<file path="src/rtl/wb_rr_arbiter2_if.sv">
// Pipelined Wishbone bus bundle used on both sides of wb_rr_arbiter2.
//   master modport : drives cyc/stb/we/adr/sel/dat_w, receives dat_r/ack/err/stall
//   slave  modport : the mirror image
// dat_w carries write data toward the slave, dat_r carries read data back.
interface wb_rr_arbiter2_if #(
  parameter int AW = 28,
  parameter int DW = 32
);
  logic            cyc;
  logic            stb;
  logic            we;
  logic [AW-1:0]   adr;
  logic [DW/8-1:0] sel;
  logic [DW-1:0]   dat_w;
  logic [DW-1:0]   dat_r;
  logic            ack;
  logic            err;
  logic            stall;

  modport master (
    output cyc, stb, we, adr, sel, dat_w,
    input  dat_r, ack, err, stall
  );

  modport slave (
    input  cyc, stb, we, adr, sel, dat_w,
    output dat_r, ack, err, stall
  );
endinterface

</file>
<file path="src/rtl/wb_rr_arbiter2.sv">
// Two-master / one-slave pipelined Wishbone arbiter with round-robin grants
// (one transaction per grant) and a hang watchdog.
//   clk_i, rst_ni : clock, asynchronous active-low reset
//   m0, m1        : master-facing buses (slave modport)
//   s             : shared slave bus (master modport)
//   owner_o       : index of the master currently selected/owning the bus
//   timeout_o     : one-cycle pulse when the watchdog terminates a transaction

// Per-master response gating: only the selected master sees the slave's
// handshake; everyone else is stalled with no ack/err.
module wb_rr_arbiter2_resp (
  input  logic rst_n,
  input  logic is_sel,
  input  logic busy,
  input  logic s_ack,
  input  logic s_err,
  input  logic s_stall,
  input  logic fire,
  output logic stall,
  output logic ack,
  output logic err
);
  assign stall = ~rst_n | ~is_sel | s_stall;
  // ack/err only reach a master once it owns the bus; the accept cycle is IDLE.
  assign ack   = rst_n & is_sel & busy & s_ack;
  assign err   = rst_n & is_sel & busy & (s_err | fire);
endmodule

module wb_rr_arbiter2 #(
  parameter int AW             = 28,
  parameter int DW             = 32,
  parameter int TIMEOUT_CYCLES = 255
) (
  input  logic                   clk_i,
  input  logic                   rst_ni,
  wb_rr_arbiter2_if.slave        m0,
  wb_rr_arbiter2_if.slave        m1,
  wb_rr_arbiter2_if.master       s,
  output logic                   owner_o,
  output logic                   timeout_o
);
  localparam int NM  = 2;
  localparam int SW  = DW / 8;
  localparam int WDW = (TIMEOUT_CYCLES > 0) ? $clog2(TIMEOUT_CYCLES + 1) : 1;
  // Watchdog fires on the cycle whose increment would reach TIMEOUT_CYCLES.
  localparam logic [WDW-1:0] WD_LAST = WDW'((TIMEOUT_CYCLES > 0) ? TIMEOUT_CYCLES - 1 : 0);

  typedef enum logic {IDLE, BUSY} state_e;

  state_e             state_q, state_d;
  logic               owner_q, owner_d;
  logic               rr_last_q, rr_last_d;
  logic [WDW-1:0]     wdog_q, wdog_d;
  logic               accepted_q, accepted_d;

  logic [NM-1:0]          m_cyc, m_stb, m_we, req;
  logic [NM-1:0][AW-1:0]  m_adr;
  logic [NM-1:0][SW-1:0]  m_sel;
  logic [NM-1:0][DW-1:0]  m_dat;
  logic [NM-1:0]          m_stall, m_ack, m_err, is_sel;

  logic busy, grant_vld, winner, sel_m, fwd, count_en, fire, rel, accept;

  assign m_cyc = {m1.cyc, m0.cyc};
  assign m_stb = {m1.stb, m0.stb};
  assign m_we  = {m1.we, m0.we};
  assign m_adr = {m1.adr, m0.adr};
  assign m_sel = {m1.sel, m0.sel};
  assign m_dat = {m1.dat_w, m0.dat_w};
  assign req   = m_cyc & m_stb;

  // Arbitration: a single requester always wins; a tie goes against rr_last.
  assign busy      = (state_q == BUSY);
  assign grant_vld = |req;
  assign winner    = (&req) ? ~rr_last_q : req[1];
  assign sel_m     = busy ? owner_q : (grant_vld ? winner : owner_q);
  assign fwd       = busy | grant_vld;

  // Watchdog only runs once the slave has actually taken the strobe.
  assign count_en = busy & accepted_q & ~s.ack & ~s.err;
  assign fire     = (TIMEOUT_CYCLES != 0) & count_en & (wdog_q == WD_LAST);
  // Only the owner's cyc can end a grant; the waiting master is ignored.
  assign rel      = busy & (s.ack | s.err | ~m_cyc[owner_q] | fire);

  // Slave side: selected master passes through; a firing watchdog cuts cyc.
  assign s.cyc   = rst_ni & fwd & m_cyc[sel_m] & ~fire;
  assign s.stb   = rst_ni & fwd & m_stb[sel_m] & ~fire;
  assign s.we    = m_we[sel_m];
  assign s.adr   = m_adr[sel_m];
  assign s.sel   = m_sel[sel_m];
  assign s.dat_w = m_dat[sel_m];
  assign accept  = s.stb & ~s.stall;

  genvar k;
  generate
    for (k = 0; k < NM; k++) begin : g_resp
      assign is_sel[k] = fwd & (sel_m == 1'(k));
      wb_rr_arbiter2_resp u_resp (
        .rst_n   (rst_ni),
        .is_sel  (is_sel[k]),
        .busy    (busy),
        .s_ack   (s.ack),
        .s_err   (s.err),
        .s_stall (s.stall),
        .fire    (fire),
        .stall   (m_stall[k]),
        .ack     (m_ack[k]),
        .err     (m_err[k])
      );
    end
  endgenerate

  assign m0.stall = m_stall[0];
  assign m0.ack   = m_ack[0];
  assign m0.err   = m_err[0];
  assign m0.dat_r = s.dat_r;
  assign m1.stall = m_stall[1];
  assign m1.ack   = m_ack[1];
  assign m1.err   = m_err[1];
  assign m1.dat_r = s.dat_r;

  assign owner_o   = rst_ni & sel_m;
  assign timeout_o = rst_ni & fire;

  always_comb begin
    state_d    = state_q;
    owner_d    = owner_q;
    rr_last_d  = rr_last_q;
    wdog_d     = wdog_q;
    accepted_d = accepted_q;
    case (state_q)
      IDLE: begin
        if (grant_vld) begin
          state_d    = BUSY;
          owner_d    = winner;
          rr_last_d  = winner;
          accepted_d = accept;
          wdog_d     = '0;
        end
      end
      BUSY: begin
        if (rel) begin
          state_d    = IDLE;
          accepted_d = 1'b0;
          wdog_d     = '0;
        end else begin
          if (accept)   accepted_d = 1'b1;
          if (count_en) wdog_d     = wdog_q + 1'b1;
        end
      end
      default: state_d = IDLE;
    endcase
  end

  always_ff @(posedge clk_i or negedge rst_ni) begin
    if (!rst_ni) begin
      state_q    <= IDLE;
      owner_q    <= 1'b0;
      rr_last_q  <= 1'b1;
      wdog_q     <= '0;
      accepted_q <= 1'b0;
    end else begin
      state_q    <= state_d;
      owner_q    <= owner_d;
      rr_last_q  <= rr_last_d;
      wdog_q     <= wdog_d;
      accepted_q <= accepted_d;
    end
  end
endmodule

</file>
<file path="src/flat_wrapper.sv">
// flat-port wrapper written by rule: the top's interface ports become plain ports
module wb_rr_arbiter2_flat 
#(
  parameter int AW             = 28,
  parameter int DW             = 32,
  parameter int TIMEOUT_CYCLES = 255
)
  (clk_i, rst_ni, owner_o, timeout_o, m0_cyc, m0_stb, m0_we, m0_adr, m0_sel, m0_dat_w, m0_dat_r, m0_ack, m0_err, m0_stall, m1_cyc, m1_stb, m1_we, m1_adr, m1_sel, m1_dat_w, m1_dat_r, m1_ack, m1_err, m1_stall, s_cyc, s_stb, s_we, s_adr, s_sel, s_dat_w, s_dat_r, s_ack, s_err, s_stall);
  wb_rr_arbiter2_if #(.AW(AW), .DW(DW)) m0_i ();
  wb_rr_arbiter2_if #(.AW(AW), .DW(DW)) m1_i ();
  wb_rr_arbiter2_if #(.AW(AW), .DW(DW)) s_i ();
  input  logic clk_i;
  input  logic rst_ni;
  output logic owner_o;
  output logic timeout_o;
  input wire logic [$bits(m0_i.cyc)-1:0] m0_cyc;
  input wire logic [$bits(m0_i.stb)-1:0] m0_stb;
  input wire logic [$bits(m0_i.we)-1:0] m0_we;
  input wire logic [$bits(m0_i.adr)-1:0] m0_adr;
  input wire logic [$bits(m0_i.sel)-1:0] m0_sel;
  input wire logic [$bits(m0_i.dat_w)-1:0] m0_dat_w;
  output wire logic [$bits(m0_i.dat_r)-1:0] m0_dat_r;
  output wire logic [$bits(m0_i.ack)-1:0] m0_ack;
  output wire logic [$bits(m0_i.err)-1:0] m0_err;
  output wire logic [$bits(m0_i.stall)-1:0] m0_stall;
  input wire logic [$bits(m1_i.cyc)-1:0] m1_cyc;
  input wire logic [$bits(m1_i.stb)-1:0] m1_stb;
  input wire logic [$bits(m1_i.we)-1:0] m1_we;
  input wire logic [$bits(m1_i.adr)-1:0] m1_adr;
  input wire logic [$bits(m1_i.sel)-1:0] m1_sel;
  input wire logic [$bits(m1_i.dat_w)-1:0] m1_dat_w;
  output wire logic [$bits(m1_i.dat_r)-1:0] m1_dat_r;
  output wire logic [$bits(m1_i.ack)-1:0] m1_ack;
  output wire logic [$bits(m1_i.err)-1:0] m1_err;
  output wire logic [$bits(m1_i.stall)-1:0] m1_stall;
  output wire logic [$bits(s_i.cyc)-1:0] s_cyc;
  output wire logic [$bits(s_i.stb)-1:0] s_stb;
  output wire logic [$bits(s_i.we)-1:0] s_we;
  output wire logic [$bits(s_i.adr)-1:0] s_adr;
  output wire logic [$bits(s_i.sel)-1:0] s_sel;
  output wire logic [$bits(s_i.dat_w)-1:0] s_dat_w;
  input wire logic [$bits(s_i.dat_r)-1:0] s_dat_r;
  input wire logic [$bits(s_i.ack)-1:0] s_ack;
  input wire logic [$bits(s_i.err)-1:0] s_err;
  input wire logic [$bits(s_i.stall)-1:0] s_stall;
  assign m0_i.cyc = m0_cyc;
  assign m0_i.stb = m0_stb;
  assign m0_i.we = m0_we;
  assign m0_i.adr = m0_adr;
  assign m0_i.sel = m0_sel;
  assign m0_i.dat_w = m0_dat_w;
  assign m0_dat_r = m0_i.dat_r;
  assign m0_ack = m0_i.ack;
  assign m0_err = m0_i.err;
  assign m0_stall = m0_i.stall;
  assign m1_i.cyc = m1_cyc;
  assign m1_i.stb = m1_stb;
  assign m1_i.we = m1_we;
  assign m1_i.adr = m1_adr;
  assign m1_i.sel = m1_sel;
  assign m1_i.dat_w = m1_dat_w;
  assign m1_dat_r = m1_i.dat_r;
  assign m1_ack = m1_i.ack;
  assign m1_err = m1_i.err;
  assign m1_stall = m1_i.stall;
  assign s_cyc = s_i.cyc;
  assign s_stb = s_i.stb;
  assign s_we = s_i.we;
  assign s_adr = s_i.adr;
  assign s_sel = s_i.sel;
  assign s_dat_w = s_i.dat_w;
  assign s_i.dat_r = s_dat_r;
  assign s_i.ack = s_ack;
  assign s_i.err = s_err;
  assign s_i.stall = s_stall;
  wb_rr_arbiter2 #(.AW(AW), .DW(DW), .TIMEOUT_CYCLES(TIMEOUT_CYCLES)) u_core (.clk_i(clk_i), .rst_ni(rst_ni), .m0(m0_i), .m1(m1_i), .s(s_i), .owner_o(owner_o), .timeout_o(timeout_o));
endmodule
</file>
<file path="config.mk">
export PLATFORM = sky130hd
export DESIGN_NAME = wb_rr_arbiter2_flat
export DESIGN_NICKNAME = d
export VERILOG_FILES = /design/src/rtl/wb_rr_arbiter2_if.sv /design/src/rtl/wb_rr_arbiter2.sv /design/src/flat_wrapper.sv
export SDC_FILE = /design/constraint.sdc
export NUM_CORES = 1
export LEC_CHECK = 0
export CAP_MARGIN = 10
export CORE_AREA = 2 2 120 122
export CTS_CLUSTER_DIAMETER = 200
export DETAILED_ROUTE_END_ITERATION = 6
export DIE_AREA = 0 0 122 124
export SETUP_SLACK_MARGIN = 0.15
export SYNTH_ARGS = -nofsm -noshare
export SYNTH_HDL_FRONTEND = slang
export SYNTH_HIERARCHICAL = 1
export SYNTH_SLANG_ARGS = --single-unit
</file>
<file path="constraint.sdc">
create_clock -name clk_i -period 5.53 [get_ports clk_i]
set_clock_uncertainty 0.05 [all_clocks]
set_input_delay 1.106 -clock clk_i [delete_from_list [all_inputs] [get_ports clk_i]]
set_output_delay 1.106 -clock clk_i [all_outputs]
set_load 0.01 [all_outputs]
</file>
### Word level (Yosys, flattened, before mapping)

Index checks and enable logic that the tools add are counted.

| word-level totals | value |
|---|---|
| register bits | 12 |
| input port bits | 171 |
| word-level logic and storage cells | 89 |

| cells by class | value |
|---|---|
| order comparisons | 2 |
| muxes and demuxes | 28 |
| reduce and logical (&&, ||, !) cells | 5 |
| bitwise logic cells | 44 |
| add/subtract/negate cells | 1 |
| eq/ne operators | 4 |

Operator list:

| operator | count |
|---|---|
| $mux W32 | 2 |
| $mux W28 | 2 |
| $mux W8 | 3 |
| $and A1 B1 Y1 | 23 |
| $mux W1 | 16 |
| $pmux W8 S2 | 1 |
| $not A1 Y1 | 11 |
| $or A1 B1 Y1 | 9 |
| $add A8 B1 Y8 const B | 1 |
| $eq A8 B8 Y1 const B | 1 |
| $mux W4 | 2 |
| $reduce_and A2 Y1 | 4 |
| $ne A3 B3 Y1 const B | 2 |
| $lt A1 B2 Y1 const B | 2 |
| $pmux W1 S2 | 2 |
| $and A2 B2 Y2 | 1 |
| $ne A2 B1 Y1 const B | 1 |
| $reduce_or A2 Y1 | 1 |

### Depth between registers and ports, before layout

Gate-level depths: netlist of run 1.

| depth | value |
|---|---|
| depth after elaboration | 13 |
| depth in mapped cells | 8 |
| mapped depth without buffers | 7 |

### Hierarchy

The synthesis of run 1 kept the hierarchy.

Modules (own cells, without submodules):

| module | area an instance (um^2) | instances | seq. area each (um^2) | cells each |
|---|---|---|---|---|
| wb_rr_arbiter2 | 2,000.7 | 1 | 301.5 | 213 |
| wb_rr_arbiter2_resp | 27.5 | 2 | 0.0 | 3 |

### Worst setup path after synthesis of run 1

OpenSTA, ideal clock, no wires.

| path | value |
|---|---|
| path type | input -> output |
| start | input m1_stb |
| end | output s_adr[0] |
| stages on the path | 6 |
| arrival | 2.308 ns |
| path slack | 2.066 ns |
| path buffers | 2 |
| cells stage by stage | nand2_1 a311oi_1 nand2b_1 buf_2 buf_2 mux2_2 |

| between the ends | value |
|---|---|
| word-level cells in the longest chain between the ends | 7 |

Ends and longest elaborated chain:

| element | line | RTL |
|---|---|---|
| from (decl) | flat_wrapper.sv:27 | `input wire logic [$bits(m1_i.stb)-1:0] m1_stb;` |
| $and A2 B2 Y2 * | wb_rr_arbiter2.sv:70 | `assign req = m_cyc & m_stb;` |
| $reduce_and A2 Y1 | wb_rr_arbiter2.sv:75 | `assign winner = (&req) ? ~rr_last_q : req[1];` |
| $mux W1 | wb_rr_arbiter2.sv:75 |  |
| $mux W1 * (2 in a row) | wb_rr_arbiter2.sv:76 | `assign sel_m = busy ? owner_q : (grant_vld ? winner : owner_q);` |
| $mux W28 (not written as such) * (2 in a row) | wb_rr_arbiter2.sv:89 | `assign s.adr = m_adr[sel_m];` |
| to (decl) | flat_wrapper.sv:39 | `output wire logic [$bits(s_i.adr)-1:0] s_adr;` |

Every way passes the cells marked *; elsewhere a longest branch is shown, timed or not. The select of a mux whose other input is x is not followed.

### Worst setup path in the final report of run 1

| path | value |
|---|---|
| start | input m1_cyc |
| end | output s_adr[23] |

| between the ends | value |
|---|---|
| word-level cells in the longest chain between the ends | 7 |

Ends and longest elaborated chain:

| element | line | RTL |
|---|---|---|
| from (decl) | flat_wrapper.sv:26 | `input wire logic [$bits(m1_i.cyc)-1:0] m1_cyc;` |
| $and A2 B2 Y2 * | wb_rr_arbiter2.sv:70 |  |
| $reduce_and A2 Y1 | wb_rr_arbiter2.sv:75 |  |
| $mux W1 | wb_rr_arbiter2.sv:75 |  |
| $mux W1 * (2 in a row) | wb_rr_arbiter2.sv:76 |  |
| $mux W28 (not written as such) * (2 in a row) | wb_rr_arbiter2.sv:89 |  |

Marks and branches as above.

==> metrics.md, run 1 <==
| Metric | Value |
|---|---|
| Status | completed |
| Compound-Gate Fraction of Synth Area | 0.06573 |
| Total power | 0.7618 mW |
| Mean Syn Cell Area | 9.387 µm² |
| Reg2reg start | u_core/busy |
| Area share of the largest cell type after synthesis | 0.3561 |
| Yosys reg bits | 12 |
| Global-route wire length before repair | 13700 µm |
| Simple-Gate Fraction of Synth Area | 0.1205 |
| Max Freq | 208.8 MHz |
| Period Utilization, post-route | 0.8660 |
| Post-synth EDFFs | 0 |
| Mapped Nets | 392 |
| Via density per instance | 3.892 |
| Largest family of logic cells by synthesized area | multiplexers |
| Cell Area, Synth | 2056 µm² |
| WP data arrival | 3.63 ns |
| R2r endpoint | u_core/accepted_q |
| Post-CTS Setup Bufs | 0 |
| Post_cts resized | 0 |
| ANT nets after route | 0 |
| Most common cell after layout, fill and taps aside | clkdlybuf4s50_1 |
| Clk_lat worst skew | 0.24 ns |
| Worst Path Required | 4.37 ns |
| Core ar. | 13720 µm² |
| Sequential area share after synthesis | 0.1467 |
| Row count | 43 |
| Layout fillers | 1465 |
| Total track usage | 0.1248 |
| Final hold violation count | 0 |
| H-tree Lvls | 1 |
| Worst-Margin Slew | 0.4755 ns |
| Startpoint types | input pin |
| Io pins | 310 |
| CTS clk-pin slew, worst paths | 0.04 ns |
| VDD IR-drop max | 0.09838 mV |
| Final setup vio count | 0 |
| N_diodes | 0 |
| Pwr Density | 190.5 nW/µm² |
| Rel. slew slack | 0.6821 |
| Setup crit end kind | primary output |
| Final net count | 539 |
| Routed WL | 10470 µm |
| TritonCTS clock tree | done |
| DR WL met2 | 4775 µm |
| 1st-iter DRT viols | 45 |
| Hold crit path type | reg2reg |
| Hold_sp | u_core/rr_last_q |
| RePlAce Congestion | 0.7348 |
| Yosys cell types | 39 |
| Met3 WL post-DR | 946 µm |
| Syn Inst Count | 219 |
| Syn. warnings | 6 |
| Synth Area in XOR/XNOR | 0.02130 |
| Clk sinks | 12 |
| Hold Buf Count CTS | 0 |
| DR vias | 2121 |
| Share of layout cells above drive strength 1 | 0.2137 |
| Initial core utilization | 0.1498 |
| Async SR Flop Fraction | 1.000 |
| Met1 WL | 4523 µm |
| Initial antenna violation count | 0 |
| Pin count of the biggest net entering global routing | 69 |
| Routed len/inst | 19.22 µm |
| Drc violations | 0 |
| 1st-pass router iterations | 4 |
| Clock Root Buffer | clkbuf_16 |
| Post-synthesis mux area share | 0.3713 |
| Max-Cap Viols | 0 |
| Synthesized-area fraction occupied by adder cells | 0.01217 |
| RSZ-0062 raised after global routing | false |
| Most used DFF post-synth | dfrtp_1 |
| Top sig layer | met4 |
| Period minus WS final | 4.789 ns |
| Hold endpoint | u_core/rr_last_q |
| Most area-hungry cell type in the Yosys netlist | mux2_2 |
| Crit-path max FO | 68 |
| Clock Tree Buf Depth | 2 |
| Core Util, Final | 0.2916 |
| I/O Buffers | 213 |
| Slew Limit Fails | 0 |
| Vert. Die Dim | 124 µm |
| Area grow syn2layout | 94.58% |
| Final setup TNS | 0 ns |
| TritonCTS Buffers | 3 |
| Top cells by area, synth | mux2_2 36%, buf_4 23%, dfrtp_1 13%, buf_2 1.9%, and4_1 1.7% |
| Crit path kind | in2out |
| R2R cell count | 5 |
| Critical path startpoint | m1_cyc |
| Static leakage | 1.480 nW |
| Dpl hpwl | 9381 µm |
| Die Span X | 122 µm |
| Total congestion overflow | 0 |
| Register-to-register setup slack | 3.26 ns |
| Vias in the first global route | 2174 |
| Hold Path Depth | 1 |
| Most frequent cells in the layout | 213 x clkdlybuf4s50_1, 65 x mux2_2, 11 x dfrtp_1 |
| Die area | 15130 µm² |
-- cells by family after synthesis --
group,count (synthesis)
buf+inv,75
simple gates,41
compound gates,16
flops,12
fa+ha+maj,2
mux,68
xor+xnor,5
-- registers in the layout, indices dropped and copies added, names as in the netlist --
register	flops
u_core/owner_q	1
u_core/busy	1
u_core/rr_last_q	1
u_core/accepted_q	1
u_core/wdog_q	8
-- final cells by class --
type / instances / area, µm² / area share
well taps: 180 / 225.2 / 0.05630
inverters: 2 / 7.507 / 0.001877
flip-flops and latches: 12 / 301.5 / 0.07538
repair buffers: 215 / 2160 / 0.5399
clock buffers: 4 / 88.84 / 0.02221
multi-input cells: 132 / 1217 / 0.3043
-- per-layer routing --
layer,vias up,global-route usage
met5,-,0
met4,0,0.04167
met3,26,0.03526
met2,133,0.1899
met1,962,0.1692
li1,1000,-
-- synth_stat cells, types with 2 or more instances --
master and n:
o2111a_1 2, mux2i_1 2, a221o_1 2, nand4_1 2
ha_1 2, o21ai_0 4, buf_4 64, and4_1 4
dfrtp_1 11, xor2_1 3, or3b_1 2, and2_1 4
nand3b_1 3, mux2_2 65, nand2_1 7, nor2_1 9
inv_1 2, xnor2_1 2, buf_2 8, o31ai_1 2
-- worst max path at each step --
stage                        endpoint  slack [ns]  cells past startpoint
after floorplan              s_adr[0]        2.07                      6
after global placement    s_dat_w[21]        0.73                      7
after detailed placement  s_dat_w[21]        0.73                      7
after CTS                 s_dat_w[21]        0.73                      7
after global routing        s_adr[18]        0.62                      7
final                       s_adr[23]        0.74                      7
-- worst max-delay path, cell delays in order --
cell,delay (ns)
clkdlybuf4s50_1,0.54
nand2_1,0.07
a311oi_1,0.36
nand2b_2,0.25
buf_12,0.31
mux2_2,0.43
clkdlybuf4s50_1,0.53
-- stage by stage --
step | instance area [µm²] | setup WS (ns) | hold WS (ns) | std cells
after floorplan | 2056 | 2.066 | 0.4436 | 219
after global placement | 3911 | 0.7302 | 0.4590 | 541
after detailed placement | 3911 | 0.7272 | 0.4560 | 541
after CTS | 4000 | 0.7251 | 0.4626 | 545
after global routing | 4000 | 0.6218 | 0.4735 | 545
final | 4000 | 0.7412 | 0.4604 | 545
-- power by group --
part	internal, mW	total, mW	switching, mW
clock	0.109	0.146	0.0369
combinational	0.320	0.516	0.196
sequential	0.0940	0.0998	0.00583
total	0.523	0.762	0.239
Note: power is estimated with default switching activity, not from simulation.
==> run 2: changes to the inputs <==
CORE_AREA = 2 2 121 123   (was 2 2 120 122)
DIE_AREA = 0 0 123 125   (was 0 0 122 124)
TNS_END_PERCENT = 5   (was default)
clock period = 4.7 ns   (was 5.53 ns; I/O delays follow)
==> run 2 against run 1 <==
  * Critical path depth did not move
  * Sequential share of layout area is 0.056 points lower
  * Largest power group unchanged
  * Global-route usage shrank 0.29 points
  * Wire length shrank 2.5%
  * Design area is 0.75% higher
  * Setup slack got worse by 0.43 ns
  * Critical path type unchanged
  * Clock power grew 17%
  * Non-clock buffer count up 1
  * Via count increased by 3.3%
==> metrics.md, run 2 (synthesis results as in run 1) <==
| Metric | Value |
|---|---|
| ANT nets after route | 0 (unchanged) |
| Period Utilization, post-route | 0.9343 |
| RSZ-0062 raised after global routing | false |
| Area grow syn2layout | 96.04% |
| Hold Path Depth | 1 (unchanged) |
| Clock Tree Buf Depth | 2 (unchanged) |
| WP data arrival | 3.40 ns (-0.23 ns) |
| TritonCTS clock tree | done |
| Sequential cell area | 301.5 µm² (unchanged) |
| DR vias | 2191 (+3.3%) |
| Clk_lat worst skew | 0.24 ns (about the same) |
| Io pins | 310 (unchanged) |
| Die area | 15380 µm² (+1.6%) |
| Startpoint types | input pin |
| Static leakage | 1.492 nW (+0.81%) |
| Max reg flops | 8 (unchanged) |
| Reg2reg start | u_core/busy |
| Crit path kind | in2out |
| Share of layout cells above drive strength 1 | 0.2158 (+0.002148) |
| Hold endpoint | u_core/rr_last_q |
| Hold crit path type | reg2reg |
| Global-route wire length before repair | 13830 µm (+0.96%) |
| Worst-Margin Slew | 0.4394 ns (-0.03618 ns) |
| Routed len/inst | 18.56 µm (-3.4%) |
| R2r endpoint | u_core/accepted_q |
| TritonCTS Buffers | 3 (unchanged) |
| Final setup TNS | 0 ns (unchanged) |
| Layout fillers | 1505 (+2.7%) |
| Vias in the first global route | 2339 (+7.6%) |
| Die Span X | 123 µm (+0.82%) |
| Slew Limit Fails | 0 (unchanged) |
| Core ar. | 14200 µm² (+3.5%) |
| RePlAce Congestion | 0.7829 (+6.5%) |
| Total congestion overflow | 0 (unchanged) |
| Final net count | 540 (+0.19%) |
| Most frequent cells in the layout | 213 x clkdlybuf4s50_1, 65 x mux2_2, 11 x dfrtp_1 |
| Worst path max stage delay | 0.55 ns (about the same) |
| Worst Path Required | 3.71 ns (-0.66 ns) |
| Clock Root Buffer | clkbuf_16 |
| Pin count of the biggest net entering global routing | 37 (-46%) |
| Initial core utilization | 0.1447 (-0.005108) |
| Drc violations | 0 (unchanged) |
| Rel. slew slack | 0.7051 (+0.02296) |
| Status | completed |
| Max Freq | 227.7 MHz |
| Post_cts resized | 0 (unchanged) |
| Area of the multi-input gates | 1222 µm² (+0.41%) |
| CTS clk-pin slew, worst paths | 0.04 ns (about the same) |
| Vert. Die Dim | 125 µm (+0.81%) |
| 1st-iter DRT viols | 102 (+130%) |
| Via density per instance | 3.984 (+2.4%) |
| 1st-pass router iterations | 4 (unchanged) |
| Setup crit end kind | primary output |
| Dpl cells | 546 (+0.92%) |
| Row count | 44 (+2.3%) |
| Most used cell along the critical path | clkdlybuf4s50_1 |
| Pwr Density | 225.9 nW/µm² (+19%) |
| Placed cell areas | 3941 µm² (+0.77%) |
| VDD IR-drop max | 0.1201 mV (+22%) |
| CP top delay family | buffers and inverters |
| Final hold violation count | 0 (unchanged) |
| Crit-path max FO | 36 (-47%) |
| Period minus WS final | 4.391 ns |
| Layout Cells excl Fill | 550 (+0.92%) |
| Final setup vio count | 0 (unchanged) |
| Post-CTS Setup Bufs | 0 (unchanged) |
| Design area | 4030 µm² (+0.75%) |
| Slowest-stage cell, CP | clkdlybuf4s50_1 |
| Core Util, Final | 0.2837 (-0.007825) |
| Max-Cap Viols | 0 (unchanged) |
| H-tree Lvls | 1 (unchanged) |
| R2R cell count | 5 (unchanged) |
| Critical Path, Cell by Cell | clkdlybuf4s50_1 > nand2_1 > a311oi_1 > nand2b_4 > buf_12 > mux2_2 > clkdlybuf4s50_1 |
| N_diodes | 0 (unchanged) |
| Most common cell after layout, fill and taps aside | clkdlybuf4s50_1 |
| Hold_sp | u_core/rr_last_q |
| Hold Buf Count CTS | 0 (unchanged) |
| Dpl hpwl | 9027 µm (-3.8%) |
| I/O Buffers | 213 (unchanged) |
| Register-to-register setup slack | 2.49 ns (-0.77 ns) |
| Most flops, register | u_core/wdog_q |
| Initial antenna violation count | 0 (unchanged) |
| Routed WL | 10210 µm (-2.5%) |
| Crit path buf inv count | 3 (unchanged) |
| Clk sinks | 12 (unchanged) |
| Total track usage | 0.1219 (-0.002909) |
-- run 2: cell types whose count changed in the layout (fill, tap and decap cells not counted) --
| cell | delta |
|---|---|
| nand2b_2 | -1 |
| nand2b_4 | +1 |
| buf_12 | +1 |
-- run 2: where the power goes --
part	total [mW]	internal (mW)	switching (mW)
logic	0.622	0.385	0.237
registers	0.117	0.111	0.00672
clock network	0.171	0.128	0.0429
-- run 2: area by class of cell --
class	count	area share
flip-flops and latches	12	0.07482
repair buffers	216	0.5408
well taps	184	0.05713
inverters	2	0.001863
multi-input cells	132	0.3033
clock buffers	4	0.02204
-- run 2: through the flow --
step	hold slack, ns	power, mW	worst slack, ns
finish	0.4602	0.9105	0.3086
global route	0.4723	0.9537	0.1949
CTS	0.4629	0.9310	0.3137
detailed placement	0.4568	0.7521	0.3135
global placement	0.4534	0.7484	0.3379
floorplan	0.4436	0.4244	1.568
-- run 2: worst max path at each step --
stage                     depth (start not counted)  slack (ns)           to  startpoint
final                                             7        0.31  s_dat_w[25]      m1_cyc
after global routing                              8        0.19       m1_ack      m1_cyc
after CTS                                         8        0.31       m1_ack      m1_cyc
after detailed placement                          8        0.31       m1_ack      m1_cyc
after global placement                            7        0.34  s_dat_w[27]      m1_cyc
after floorplan                                   6        1.57     s_adr[0]      m1_stb
-- run 2: metal layers --
layer | vias to the layer above | global-route usage | wire (µm)
met3 | 13 | 0.02646 | 851
li1 | 1002 | - | -
met2 | 152 | 0.2519 | 5780
met4 | 0 | 0.02072 | 87
met5 | - | 0 | 0
met1 | 1024 | 0.1212 | 3488
